File: config.mk
export PLATFORM = sky130hd
export DESIGN_NAME = wb_arbiter
export DESIGN_NICKNAME = d
export VERILOG_FILES = /design/src/rtl/wb_arbiter.sv
export SDC_FILE = /design/constraint.sdc
export NUM_CORES = 1
export LEC_CHECK = 0
export BUFFER_PORTS_ARGS = -buffer_cell sky130_fd_sc_hd__buf_2
export CORE_ASPECT_RATIO = 0.7
export CORE_MARGIN = 5
export CORE_UTILIZATION = 44
export DETAILED_ROUTE_END_ITERATION = 16
export GPL_TIMING_DRIVEN = 0
export MAX_ROUTING_LAYER = met4
export PLACE_DENSITY = 0.8
export SLEW_MARGIN = 0
export SYNTH_ARGS = -nofsm -noshare
export SYNTH_HDL_FRONTEND = slang
export SYNTH_SLANG_ARGS = --single-unit
File: constraint.sdc
create_clock -name clk -period 1.8 [get_ports clk]
set_input_delay 0.09 -clock clk [delete_from_list [all_inputs] [get_ports clk]]
set_output_delay 0.09 -clock clk [all_outputs]
set_load 0.01 [all_outputs]
File: src/rtl/wb_arbiter.sv
// Two-requester round-robin arbiter sharing one register-file write port.
// Grants are combinational; the granted write is registered onto LE/RW/PW.
module wb_arbiter #(
  parameter int unsigned CNT_W = 8
) (
  input  logic             clk,
  input  logic             reset,
  input  logic             hold,
  input  logic             a_valid,
  input  logic [4:0]       a_rd,
  input  logic [31:0]      a_data,
  output logic             a_ready,
  input  logic             b_valid,
  input  logic [4:0]       b_rd,
  input  logic [31:0]      b_data,
  output logic             b_ready,
  output logic             LE,
  output logic [4:0]       RW,
  output logic [31:0]      PW,
  output logic [CNT_W-1:0] conflict_cnt
);

  localparam logic GrantA = 1'b0;
  localparam logic GrantB = 1'b1;

  logic             last_grant_q, last_grant_d;
  logic             le_q, le_d;
  logic [4:0]       rw_q, rw_d;
  logic [31:0]      pw_q, pw_d;
  logic [CNT_W-1:0] cnt_q, cnt_d;
  logic             xfer_a, xfer_b;

  // A wins contention unless it was the most recent grantee.
  always_comb begin
    a_ready = 1'b0;
    b_ready = 1'b0;
    if (!reset && !hold) begin
      if (a_valid && (!b_valid || last_grant_q == GrantB)) begin
        a_ready = 1'b1;
      end else if (b_valid) begin
        b_ready = 1'b1;
      end
    end
  end

  assign xfer_a = a_valid & a_ready;
  assign xfer_b = b_valid & b_ready;

  always_comb begin
    last_grant_d = last_grant_q;
    le_d         = 1'b0;
    rw_d         = rw_q;
    pw_d         = pw_q;
    cnt_d        = cnt_q;
    if (xfer_a) begin
      last_grant_d = GrantA;
      le_d         = |a_rd;
      rw_d         = a_rd;
      pw_d         = a_data;
    end else if (xfer_b) begin
      last_grant_d = GrantB;
      le_d         = |b_rd;
      rw_d         = b_rd;
      pw_d         = b_data;
    end
    if (a_valid && b_valid && !hold && cnt_q != {CNT_W{1'b1}}) begin
      cnt_d = cnt_q + CNT_W'(1);
    end
  end

  always_ff @(posedge clk or posedge reset) begin
    if (reset) begin
      last_grant_q <= GrantB;
      le_q         <= 1'b0;
      rw_q         <= '0;
      pw_q         <= '0;
      cnt_q        <= '0;
    end else begin
      last_grant_q <= last_grant_d;
      le_q         <= le_d;
      rw_q         <= rw_d;
      pw_q         <= pw_d;
      cnt_q        <= cnt_d;
    end
  end

  assign LE           = le_q;
  assign RW           = rw_q;
  assign PW           = pw_q;
  assign conflict_cnt = cnt_q;

endmodule

After elaboration in Yosys (flattened, before gate mapping)
Index checks and enable logic that the tools add are counted.

Register bits after elaboration: 47. Input bits: 79. Output and inout bits: 48. Logic and storage cells: 34.

Add/sub/neg operators: 1. Equality and inequality tests: 1. Mux-type cells: 13. Bitwise gates (word level): 2. Reduce and logical (&&, ||, !) cells: 12.

Operator list (number): $mux 32 (2); $mux 5 (2); $reduce_or 5->1 (2); $mux 1 (9); $add 8x1->8 const B (1); $ne 8x8->1 const B (1); $logic_and 1x1->1 (5); $logic_not 1->1 (3); $and 1x1->1 (2); $reduce_bool 2->1 (1); $logic_or 1x1->1 (1).

Longest topological paths before layout
Gate-level depths: netlist (run 1).

Depth in word-level cells: 8. Mapped depth: 5. Mapped depth without buffers: 4.

Worst setup path after synthesis (run 1)
OpenSTA, ideal clock, no wires.

Kind: reg2reg. Start point: register last_grant_q. End point: register pw_q[0], in the netlist PW[0]. Library setup time: 0.126 ns. Data arrival time: 1.311 ns. Data required time: 1.674 ns. Path slack: 0.363 ns. Stages on the path, launching flop included: 6. Buffers on the path: 2. Clock period less this slack: 1.437 ns. Cells stage by stage: dfstp_2 > nand2_1 > and3_4 > buf_6 > buf_6 > a221o_1.

Word-level cells in the longest chain between the ends: 6. Elaborated cells on any way between the ends: 10. Classes of those cells: mux: 5; bitwise: 2; reduce/logical: 3.

RTL lines: start: declaration (line 26) `logic last_grant_q, last_grant_d;`; start signal: assignment (line 73) `last_grant_q <= GrantB;`; start signal: assignment (line 79) `last_grant_q <= last_grant_d;`; $logic_or 1x1->1 (*) (line 38) `if (a_valid && (!b_valid || last_grant_q == GrantB)) begin`; $logic_and 1x1->1 (*) (line 38); $mux 1 (line 38); $mux 1 (line 37) `if (!reset && !hold) begin`; $and 1x1->1 (on tied branches) (line 46, 47); $mux 32 or $reduce_bool 2->1 (tied branches); end signal: assignment (line 82) `pw_q <= pw_d;`; end: declaration (line 29) `logic [31:0] pw_q, pw_d;`.

Mark *: on every way between the ends. The rest lies on a longest branch, timed or not. A chain may end at the register's enable or synchronous reset.

Worst setup path in the final report (run 1)
Start point: input port reset. End point: output port b_ready.

Word-level cells in the longest chain between the ends: 3.

RTL lines: start: declaration (line 7) `input logic reset,`; $logic_not 1->1 (no source line); $logic_and 1x1->1 (line 37); $mux 1 (line 37); end: declaration (line 16) `output logic b_ready,`.

Every way passes these cells.

==> flow_summary.yaml, run 1 <==
status:
  status: "completed"
grt:
  grt_overflow: 0
  grt_pass1_wl_um: 10400
  grt_usage: 0.202
  antenna_found_initial: 0
  grt_pass1_vias: 2177
  grt_max_degree: 34
pwr:
  ir_drop_v: 0.000711
  p_total_w: 0.00298
  p_leak_nw: 1.57
  cellPowerDensity_nw_per_um2: 972
timing:
  finClkSkew_ns: 0.00398
  clock.fmax_mhz: 592
  period_minus_slack_ns: 1.69
  final-setup-viol-count: 0
  fin_crit_sh: 0.938
  finalHoldViolCount: 0
  rsz0062_at_grt: "false"
  relSlewSlack: 0.672
  drv_slew: 0
  post-route-worst-setup-slack_ns: 0.111
  tightest_slew_ns: 0.493
clocking:
  clkLatencyLatePin_ns: 0.29
  cts_buffer_depth: 2
  postCtsSetupBuffers: 0
  htreeDepth: 2
  tritoncts: "done"
  clkSinkCount: 47
  path_clk_slew_ns: 0.08
  cts_inserted_buffers: 5
  cts_root_buffer: "clkbuf_8"
routing:
  num_vias: 2172
  firstDrtPassIters: 4
  vias_per_cell: 5.58
  ant_nets: 0
  drc: 0
  drt-initial-drc-count: 76
  wl_um: 6460
  route.detailed.wl_per_inst_um: 16.6
finish:
  antenna_cells: 0
  nets: 399
  final-seq-area_sq_um: 1180
  synthToLayoutAreaGrowth_pct: 37.3
  fill_cells: 411
  multi_input_area_sq_um: 946
  drive_gt1_frac: 0.478
die:
  die_x_um: 95.1
  io_pins: 127
  initial_core_util: 0.461
  fp.dieH_um: 69.6
  die_area_sq_um: 6610
  coreArea_sq_um: 4830
  num_rows: 21
logic_synthesis:
  syn_inst: 184
  synthArstFlopShare: 1.00
  synth_edf_count: 0
  synth_top_family_by_area: "compound AO/OA/AOI/OAI gates"
  ys_types: 38
  netlist_area_sq_um: 2230
  synth_nets: 264
  netlist_top_cells_area: "dfrtp_1, a221o_1, a21boi_0"
  yosysTopAreaCell: "dfrtp_1"
  yosysTopAreaCellShare: 0.516
  yosys_warnings: 0
  ys_seq_area_frac: 0.528
  ys_seq_elements: 47
  synth_area_per_cell_sq_um: 12.1
  synth_commonest_cells: "dfrtp_1, a221o_1, a21boi_0"
  synth_xor_area_frac: 0.00786
  synth_compound_area_frac: 0.328
  ys.flop_type: "dfrtp_1"
  muxShareOfSynthArea: 0.0146
  synthAdderAreaFrac: 0.00561
  synth.most_common_cell: "dfrtp_1"
  synth-simple-area-share: 0.0679
min_path:
  hold_path_class: "in -> reg"
worst_setup_path:
  start_kind: "input pin"
  worstPathArrival_ns: 1.60
  r2r_slack_ns: 0.24
  timing.critical_path.buf_inv: 4
  crit_top_cell: "buf_2"
  path_class: "in -> out"
  crit_slowest_cell: "dlygate4sd3_1"
  crit_fanout: 10
  crit_family: "buffers and inverters"
  critPathRequiredTime_ns: 1.71
  crit_chain: "dlygate4sd3_1, buf_2, nor2_2, and3_4, buf_2, buf_2"
  critPathCaptureType: "primary output"
  cpPeakStageDelay_ns: 0.54
place:
  place_congestion: 0.828
  io_buffers: 126
  dp_hpwl_um: 5000
  place_ws_ns: 0.262
job:
  drv_cap: 0
## flip-flops by register name, indices dropped and copies added, names as in the netlist
signal        count
last_grant_q      1
LE                1
conflict_cnt      8
RW                5
PW               32
## final timing paths
path / cells after the start / from / endpoint
max reg2reg: 4 / last_grant_q / PW[14]
max: 6 / reset / b_ready
min in group asynchronous: 3 / reset / conflict_cnt[6]
max in group asynchronous: 4 / reset / last_grant_q
min reg2reg: 1 / conflict_cnt[0] / conflict_cnt[0]
min: 2 / b_data[0] / PW[0]
## worst reg2reg max path, cell delays in order, from the launching register on
cell	delay, ns
dfstp_2	0.56
nand2_1	0.06
and3_4	0.18
clkbuf_1	0.23
a221o_1	0.41
## kinds of logic after synthesis
kind of cell / count (synthesis)
compound gates: 87
xor+xnor: 2
fa+ha+maj: 1
buf+inv: 19
flops: 47
mux: 3
simple gates: 25
## repair_timing
item / CTS / global route
gates resized for setup: 0 / 1
endpoints found under the hold margin: 14 / 0
setup endpoints to repair: 0 / 1
hold buffers: 1 / 0
## power by group
part,internal (W),switching (W)
clock,0.000273,0.000327
combinational,0.000478,0.000446
sequential,0.00128,0.000171
## cell type report
cell class              instances  share of cell area
inverters                       2             0.00245
plain buffers                  17              0.0331
well taps                      69              0.0282
repair buffers                128               0.216
flip-flops and latches         47               0.385
clock buffers                   7              0.0249
multi-input cells             118               0.309
clock inverters                 1             0.00164
## through the flow
stage | cells | hold WS [ns] | setup TNS, ns | cell area [sq um] | util
3_5_place_dp | 380 | 0.0895 | 0 | 2970 | 0.614
3_3_place_gp | 379 | 0.320 | -2.79 | 2950 | 0.609
2_1_floorplan | 184 | 0.160 | 0 | 2230 | -
5_1_grt | 389 | 0.00556 | 0 | 3060 | 0.633
4_1_cts | 389 | 0.0132 | 0 | 3060 | 0.633
6_report | 389 | 0.0227 | 0 | 3060 | 0.633
## routing by layer
layer,vias up,wire length [um],track usage
met5,-,0,-
met4,0,53,0.0480
met3,6,738,0.0477
met2,136,2700,0.294
met1,1029,2970,0.285
li1,1001,-,-
## cells in the final DEF, fill, tap and decap left out, drive strengths merged, types with 2 or more instances in the layout
cell and instances:
buf 136, dfrtp 46, a221o 37, a21boi 37, clkbuf 15, nand2 5, a21oi 4, nor2 4
and3 3, nand4 2, nand3 2, mux2 2, and4 2, nor3 2, a31oi 2, o21ai 2
inv 2
Note: power is estimated with default switching activity, not from simulation.
==> inputs of run 2 (changes only) <==
==> constraint.sdc (replaced) <==
create_clock -name clk -period 1.7 [get_ports clk]
set_input_delay 0.085 -clock clk [delete_from_list [all_inputs] [get_ports clk]]
set_output_delay 0.085 -clock clk [all_outputs]
set_load 0.005 [all_outputs]
==> run 2 against run 1 <==
Routed wire length is 0.26% higher; global-route usage did not move; sequential power grew 6%; combinational power fell by 4.1%; critical path type is now in -> reg; via count down 1.3%; utilization up 0.10 points; critical endpoint is now PW[27]; clock skew hardly changed.
==> flow_summary.yaml, run 2 (synthesis gave the netlist of run 1 again) <==
status:
  status: "completed"
grt:
  antenna_found_initial: 0
  grt_pass1_vias: 2177
  grt_usage: 0.202
  grt_pass1_wl_um: 10400
  grt_overflow: 0
  grt_max_degree: 34
finish:
  multi_input_area_sq_um: 951
  fill_cells: 410
  largest_register_ffs: 32
  nets: 399
  drive_gt1_frac: 0.478
  final_cells: 389
  final-seq-area_sq_um: 1180
  synthToLayoutAreaGrowth_pct: 37.5
  final_common_cell: "buf_2"
  antenna_cells: 0
  final_cell_mix: "buf_2, dfrtp_1, a221o_1"
timing:
  tightest_slew_ns: 0.491
  finalHoldViolCount: 0
  period_minus_slack_ns: 1.60
  finClkSkew_ns: 0.00363
  fin_crit_sh: 0.940
  rsz0062_at_grt: "false"
  final-setup-viol-count: 0
  clock.fmax_mhz: 626
  relSlewSlack: 0.673
  finalSetupTns_ns: 0
  drv_slew: 0
worst_setup_path:
  critPathRequiredTime_ns: 1.87
  crit_path_start: "reset"
  reg2regPathDepth: 4
  r2r_end: "PW[14]"
  crit_fanout: 10
  start_kind: "input pin"
  crit_slowest_cell: "dlygate4sd3_1"
  crit_chain: "dlygate4sd3_1, buf_2, nor2_4, clkbuf_4, buf_2, a21boi_0, a221o_1"
  critPathCaptureType: "flip-flop"
  path_class: "in -> reg"
  r2r_slack_ns: 0.14
  reg2reg_from: "last_grant_q"
  crit_top_cell: "buf_2"
  crit_family: "buffers and inverters"
  cp.depth: 7
  cpPeakStageDelay_ns: 0.54
  cp-endpoint: "PW[27]"
  worstPathArrival_ns: 1.77
  timing.critical_path.buf_inv: 4
clocking:
  tritoncts: "done"
  cts_inserted_buffers: 5
  postCtsSetupBuffers: 0
  clkLatencyLatePin_ns: 0.29
  htreeDepth: 2
  cts_root_buffer: "clkbuf_8"
  path_clk_slew_ns: 0.08
  cts_buffer_depth: 2
  clkSinkCount: 47
routing:
  num_vias: 2143
  ant_nets: 0
  wl_um: 6480
  route.detailed.wl_per_inst_um: 16.7
  vias_per_cell: 5.51
  drc: 0
  drt-initial-drc-count: 85
  firstDrtPassIters: 4
die:
  io_pins: 127
  die_x_um: 95.1
  initial_core_util: 0.461
  fp.dieH_um: 69.6
  die_area_sq_um: 6610
  num_rows: 21
  coreArea_sq_um: 4830
place:
  io_buffers: 126
  dp_hpwl_um: 5000
  placed_cells: 380
  place_congestion: 0.828
min_path:
  hold_path_class: "in -> reg"
pwr:
  p_comb_frac: 0.289
  p_leak_nw: 1.57
  netSwitchingPower_w: 0.000916
  clock_power_share: 0.209
  seqPwrFrac: 0.502
  cellPowerDensity_nw_per_um2: 999
  ir_drop_v: 0.000682
  p_total_w: 0.00306
  swShare: 0.299
  intPower_w: 0.00215
job:
  drv_cap: 0
## run 2: how the worst min path moves through the flow
stage	from	end	slack [ns]	cells past startpoint
global route	a_data[0]	PW[0]	0.0006	2
CTS	a_data[17]	PW[17]	0.008	2
global placement	a_data[14]	PW[14]	0.32	2
finish	b_data[20]	PW[20]	0.02	2
detailed placement	reset	conflict_cnt[6]	0.08	2
floorplan	a_valid	last_grant_q	0.15	1
## run 2: repair_timing
item,in CTS,in global routing
resized for setup,0,2
endpoints found under the setup margin,0,25
hold endpoints to repair,14,0
hold buffers,1,0
## run 2: metal layers
| metal | wire [um] | share of wire | GRT usage |
|---|---|---|---|
| met1 | 3000 | 0.46 | 0.285 |
| met2 | 2740 | 0.42 | 0.294 |
| met3 | 702 | 0.11 | 0.0477 |
| met4 | 38 | 0.0059 | 0.0480 |
| met5 | 0 | 0 | - |
## run 2: worst register-to-register path: cells and delay by family, from the launching register on
kind                   cells  cell delay (ns)
buffers and inverters      1             0.23
DFF                        1             0.56
AOI/OAI and AO/OA          1             0.41
and+or+nand+nor            2             0.24
## run 2: area by class of cell
class	count	share of cell area
Inverter	2	0.00245
Buffer	17	0.0331
Timing Repair Buffer	128	0.216
Tap cell	69	0.0282
Sequential cell	47	0.384
Clock buffer	7	0.0249
Multi-Input combinational cell	118	0.310
Clock inverter	1	0.00163
## run 2: metrics by stage
step	hold WS (ns)	cell area, sq um	worst slack (ns)	util
6_report	0.0164	3070	0.101	0.634
5_1_grt	0.000557	3070	0.0121	0.634
4_1_cts	0.00819	3060	0.0420	0.633
3_5_place_dp	0.0845	2970	0.162	0.614
3_3_place_gp	0.315	2950	-0.157	0.609
2_1_floorplan	0.155	2230	0.263	-
## run 2: power by group through the flow
stage               registers, W  logic (W)  clock network, W
floorplan                0.00155   0.000432                 0
global placement         0.00155   0.000869                 0
detailed placement       0.00155   0.000898                 0
CTS                      0.00154   0.000897          0.000653
global route             0.00157   0.000987          0.000701
finish                   0.00154   0.000886          0.000640
==> inputs of run 3 (changes only) <==
--- a/config.mk
+++ b/config.mk
@@ -5,6 +5,7 @@
 export SDC_FILE = /design/constraint.sdc
 export NUM_CORES = 1
 export LEC_CHECK = 0
+export ABC_AREA = 1
 export BUFFER_PORTS_ARGS = -buffer_cell sky130_fd_sc_hd__buf_2
 export CORE_ASPECT_RATIO = 0.7
 export CORE_MARGIN = 5
@@ -12,7 +13,7 @@
 export DETAILED_ROUTE_END_ITERATION = 16
 export GPL_TIMING_DRIVEN = 0
 export MAX_ROUTING_LAYER = met4
-export PLACE_DENSITY = 0.8
+export PLACE_DENSITY = 0.79
 export SLEW_MARGIN = 0
 export SYNTH_ARGS = -nofsm -noshare
 export SYNTH_HDL_FRONTEND = slang
==> run 3 against run 2 <==
Clock power grew 30%; non-clock buffer count grew 23; fmax grew 2.1%; critical endpoint is now a_ready; largest power group unchanged; highest routed layer unchanged.
==> flow_summary.yaml, run 3 <==
routing:
  firstDrtPassIters: 4
  ant_nets: 0
  drc: 0
  vias_per_cell: 4.92
  num_vias: 2561
  drt-initial-drc-count: 111
  route.detailed.wl_per_inst_um: 13.4
  wl_um: 7000
logic_synthesis:
  synthArstFlopShare: 1.00
  synth_area_per_cell_sq_um: 7.95
  netlist_top_cells_area: "dfrtp_1, nand2_1, nand3_1"
  yosysTopAreaCellShare: 0.502
  synth.most_common_cell: "nand2_1"
  yosysTopAreaCell: "dfrtp_1"
  synth_commonest_cells: "nand2_1, nand3_1, dfrtp_1"
  ys_seq_area_frac: 0.514
  ys_seq_elements: 47
  ys.flop_type: "dfrtp_1"
  netlist_area_sq_um: 2290
  yosys_warnings: 0
  ys_types: 22
  synth_edf_count: 0
  syn_inst: 288
  synth_nets: 368
place:
  dp_hpwl_um: 4980
  place_congestion: 0.781
  io_buffers: 126
  placed_cells: 487
min_path:
  hold_path_class: "in -> reg"
  hp-start: "b_data[3]"
pwr:
  p_leak_nw: 1.84
  cellPowerDensity_nw_per_um2: 924
  ir_drop_v: 0.000618
  p_total_w: 0.00315
timing:
  drv_slew: 0
  finalHoldViolCount: 0
  tightest_slew_ns: 0.236
  final-setup-viol-count: 0
  period_minus_slack_ns: 1.57
  rsz0062_at_grt: "false"
  fin_crit_sh: 0.921
  finClkSkew_ns: 0.00541
  relSlewSlack: 0.842
  clock.fmax_mhz: 639
die:
  initial_core_util: 0.445
  io_pins: 127
  fp.dieH_um: 70.4
  die_area_sq_um: 6770
  coreArea_sq_um: 5150
  die_x_um: 96.2
  num_rows: 22
worst_setup_path:
  start_kind: "flip-flop"
  crit_path_start: "last_grant_q"
  critPathCaptureType: "primary output"
  worstPathArrival_ns: 1.48
  critPathRequiredTime_ns: 1.62
  crit_fanout: 10
  reg2reg_from: "conflict_cnt[1]"
  path_class: "reg -> out"
finish:
  synthToLayoutAreaGrowth_pct: 48.8
  nets: 528
  final_cells: 521
  antenna_cells: 0
  multi_input_area_sq_um: 970
  drive_gt1_frac: 0.361
  fill_cells: 440
  largest_register_ffs: 32
  final-seq-area_sq_um: 1180
  final_cell_mix: "buf_2, nand2_1, nand3_1"
  final_common_cell: "buf_2"
clocking:
  cts_inserted_buffers: 5
  tritoncts: "done"
  postCtsSetupBuffers: 0
  cts_root_buffer: "clkbuf_8"
  cts_buffer_depth: 2
  clkLatencyLatePin_ns: 0.29
  clkSinkCount: 47
  htreeDepth: 2
  path_clk_slew_ns: 0.08
status:
  status: "completed"
grt:
  antenna_found_initial: 0
  grt_overflow: 0
  grt_pass1_vias: 2514
  grt_max_degree: 44
  grt_usage: 0.219
  grt_pass1_wl_um: 11300
job:
  drv_cap: 0
run 3: metal layers:
| layer | track usage | vias up | share of wire |
|---|---|---|---|
| li1 | - | 1258 | - |
| met4 | 0.0631 | 0 | 0.013 |
| met5 | - | - | 0 |
| met3 | 0.0431 | 12 | 0.088 |
| met2 | 0.357 | 110 | 0.48 |
| met1 | 0.276 | 1181 | 0.42 |
run 3: cell families (layout without fill, tap and decap cells):
| kind of cell | Yosys count | after routing | synth area share |
|---|---|---|---|
| compound gates | 5 | 5 | 0.0120 |
| xor+xnor | 3 | 3 | 0.0115 |
| fa+ha+maj | 1 | 1 | 0.00546 |
| buf+inv | 26 | 187 | 0.0628 |
| flops | 47 | 47 | 0.514 |
| simple gates | 206 | 206 | 0.394 |
run 3: cell type report:
cell class / instances / area share
tap: 72 / 0.0264
timing repair buffer: 153 / 0.267
buffer: 15 / 0.0301
sequential: 47 / 0.345
clock inverter: 2 / 0.0103
multi-input combinational: 215 / 0.284
inverter: 11 / 0.0121
clock buffer: 6 / 0.0242
run 3: final timing paths:
check                      slack [ns]              end  cells after the start
max in group asynchronous        0.97     last_grant_q                      4
setup reg to reg                 0.25  conflict_cnt[7]                      8
setup / recovery                 0.13          a_ready                      6
min in group asynchronous        0.24  conflict_cnt[2]                      3
hold / removal                  0.006            PW[3]                      3
hold reg to reg                  0.52           PW[26]                      2
run 3: worst max-delay path: stages, from the launching register on:
cell	delay, ns
dfstp_2	0.55
inv_1	0.04
nand2_1	0.06
nand3_2	0.09
inv_2	0.08
buf_2	0.22
buf_2	0.15
run 3: stage by stage:
step                hold slack [ns]  worst slack [ns]   util  setup TNS [ns]  instance area (sq um)
detailed placement          0.00588             0.269  0.589               0                   3030
floorplan                     0.205             0.436      -               0                   2290
finish                      0.00600             0.134  0.662               0                   3410
global route                0.00436           0.00950  0.662               0                   3410
global placement              0.289            -0.173  0.585           -7.89                   3010
CTS                       0.0000469             0.108  0.662               0                   3410
run 3: power by group:
group	internal, W	switching, W
sequential	0.00134	0.000152
combinational	0.000429	0.000398
clock	0.000476	0.000355
total	0.00224	0.000906
run 3: what timing repair did:
action	4_1_cts	5_1_grt
endpoints found under the setup margin	0	0
hold endpoints to repair	67	0
gates resized for setup	0	0
hold buffers	26	0
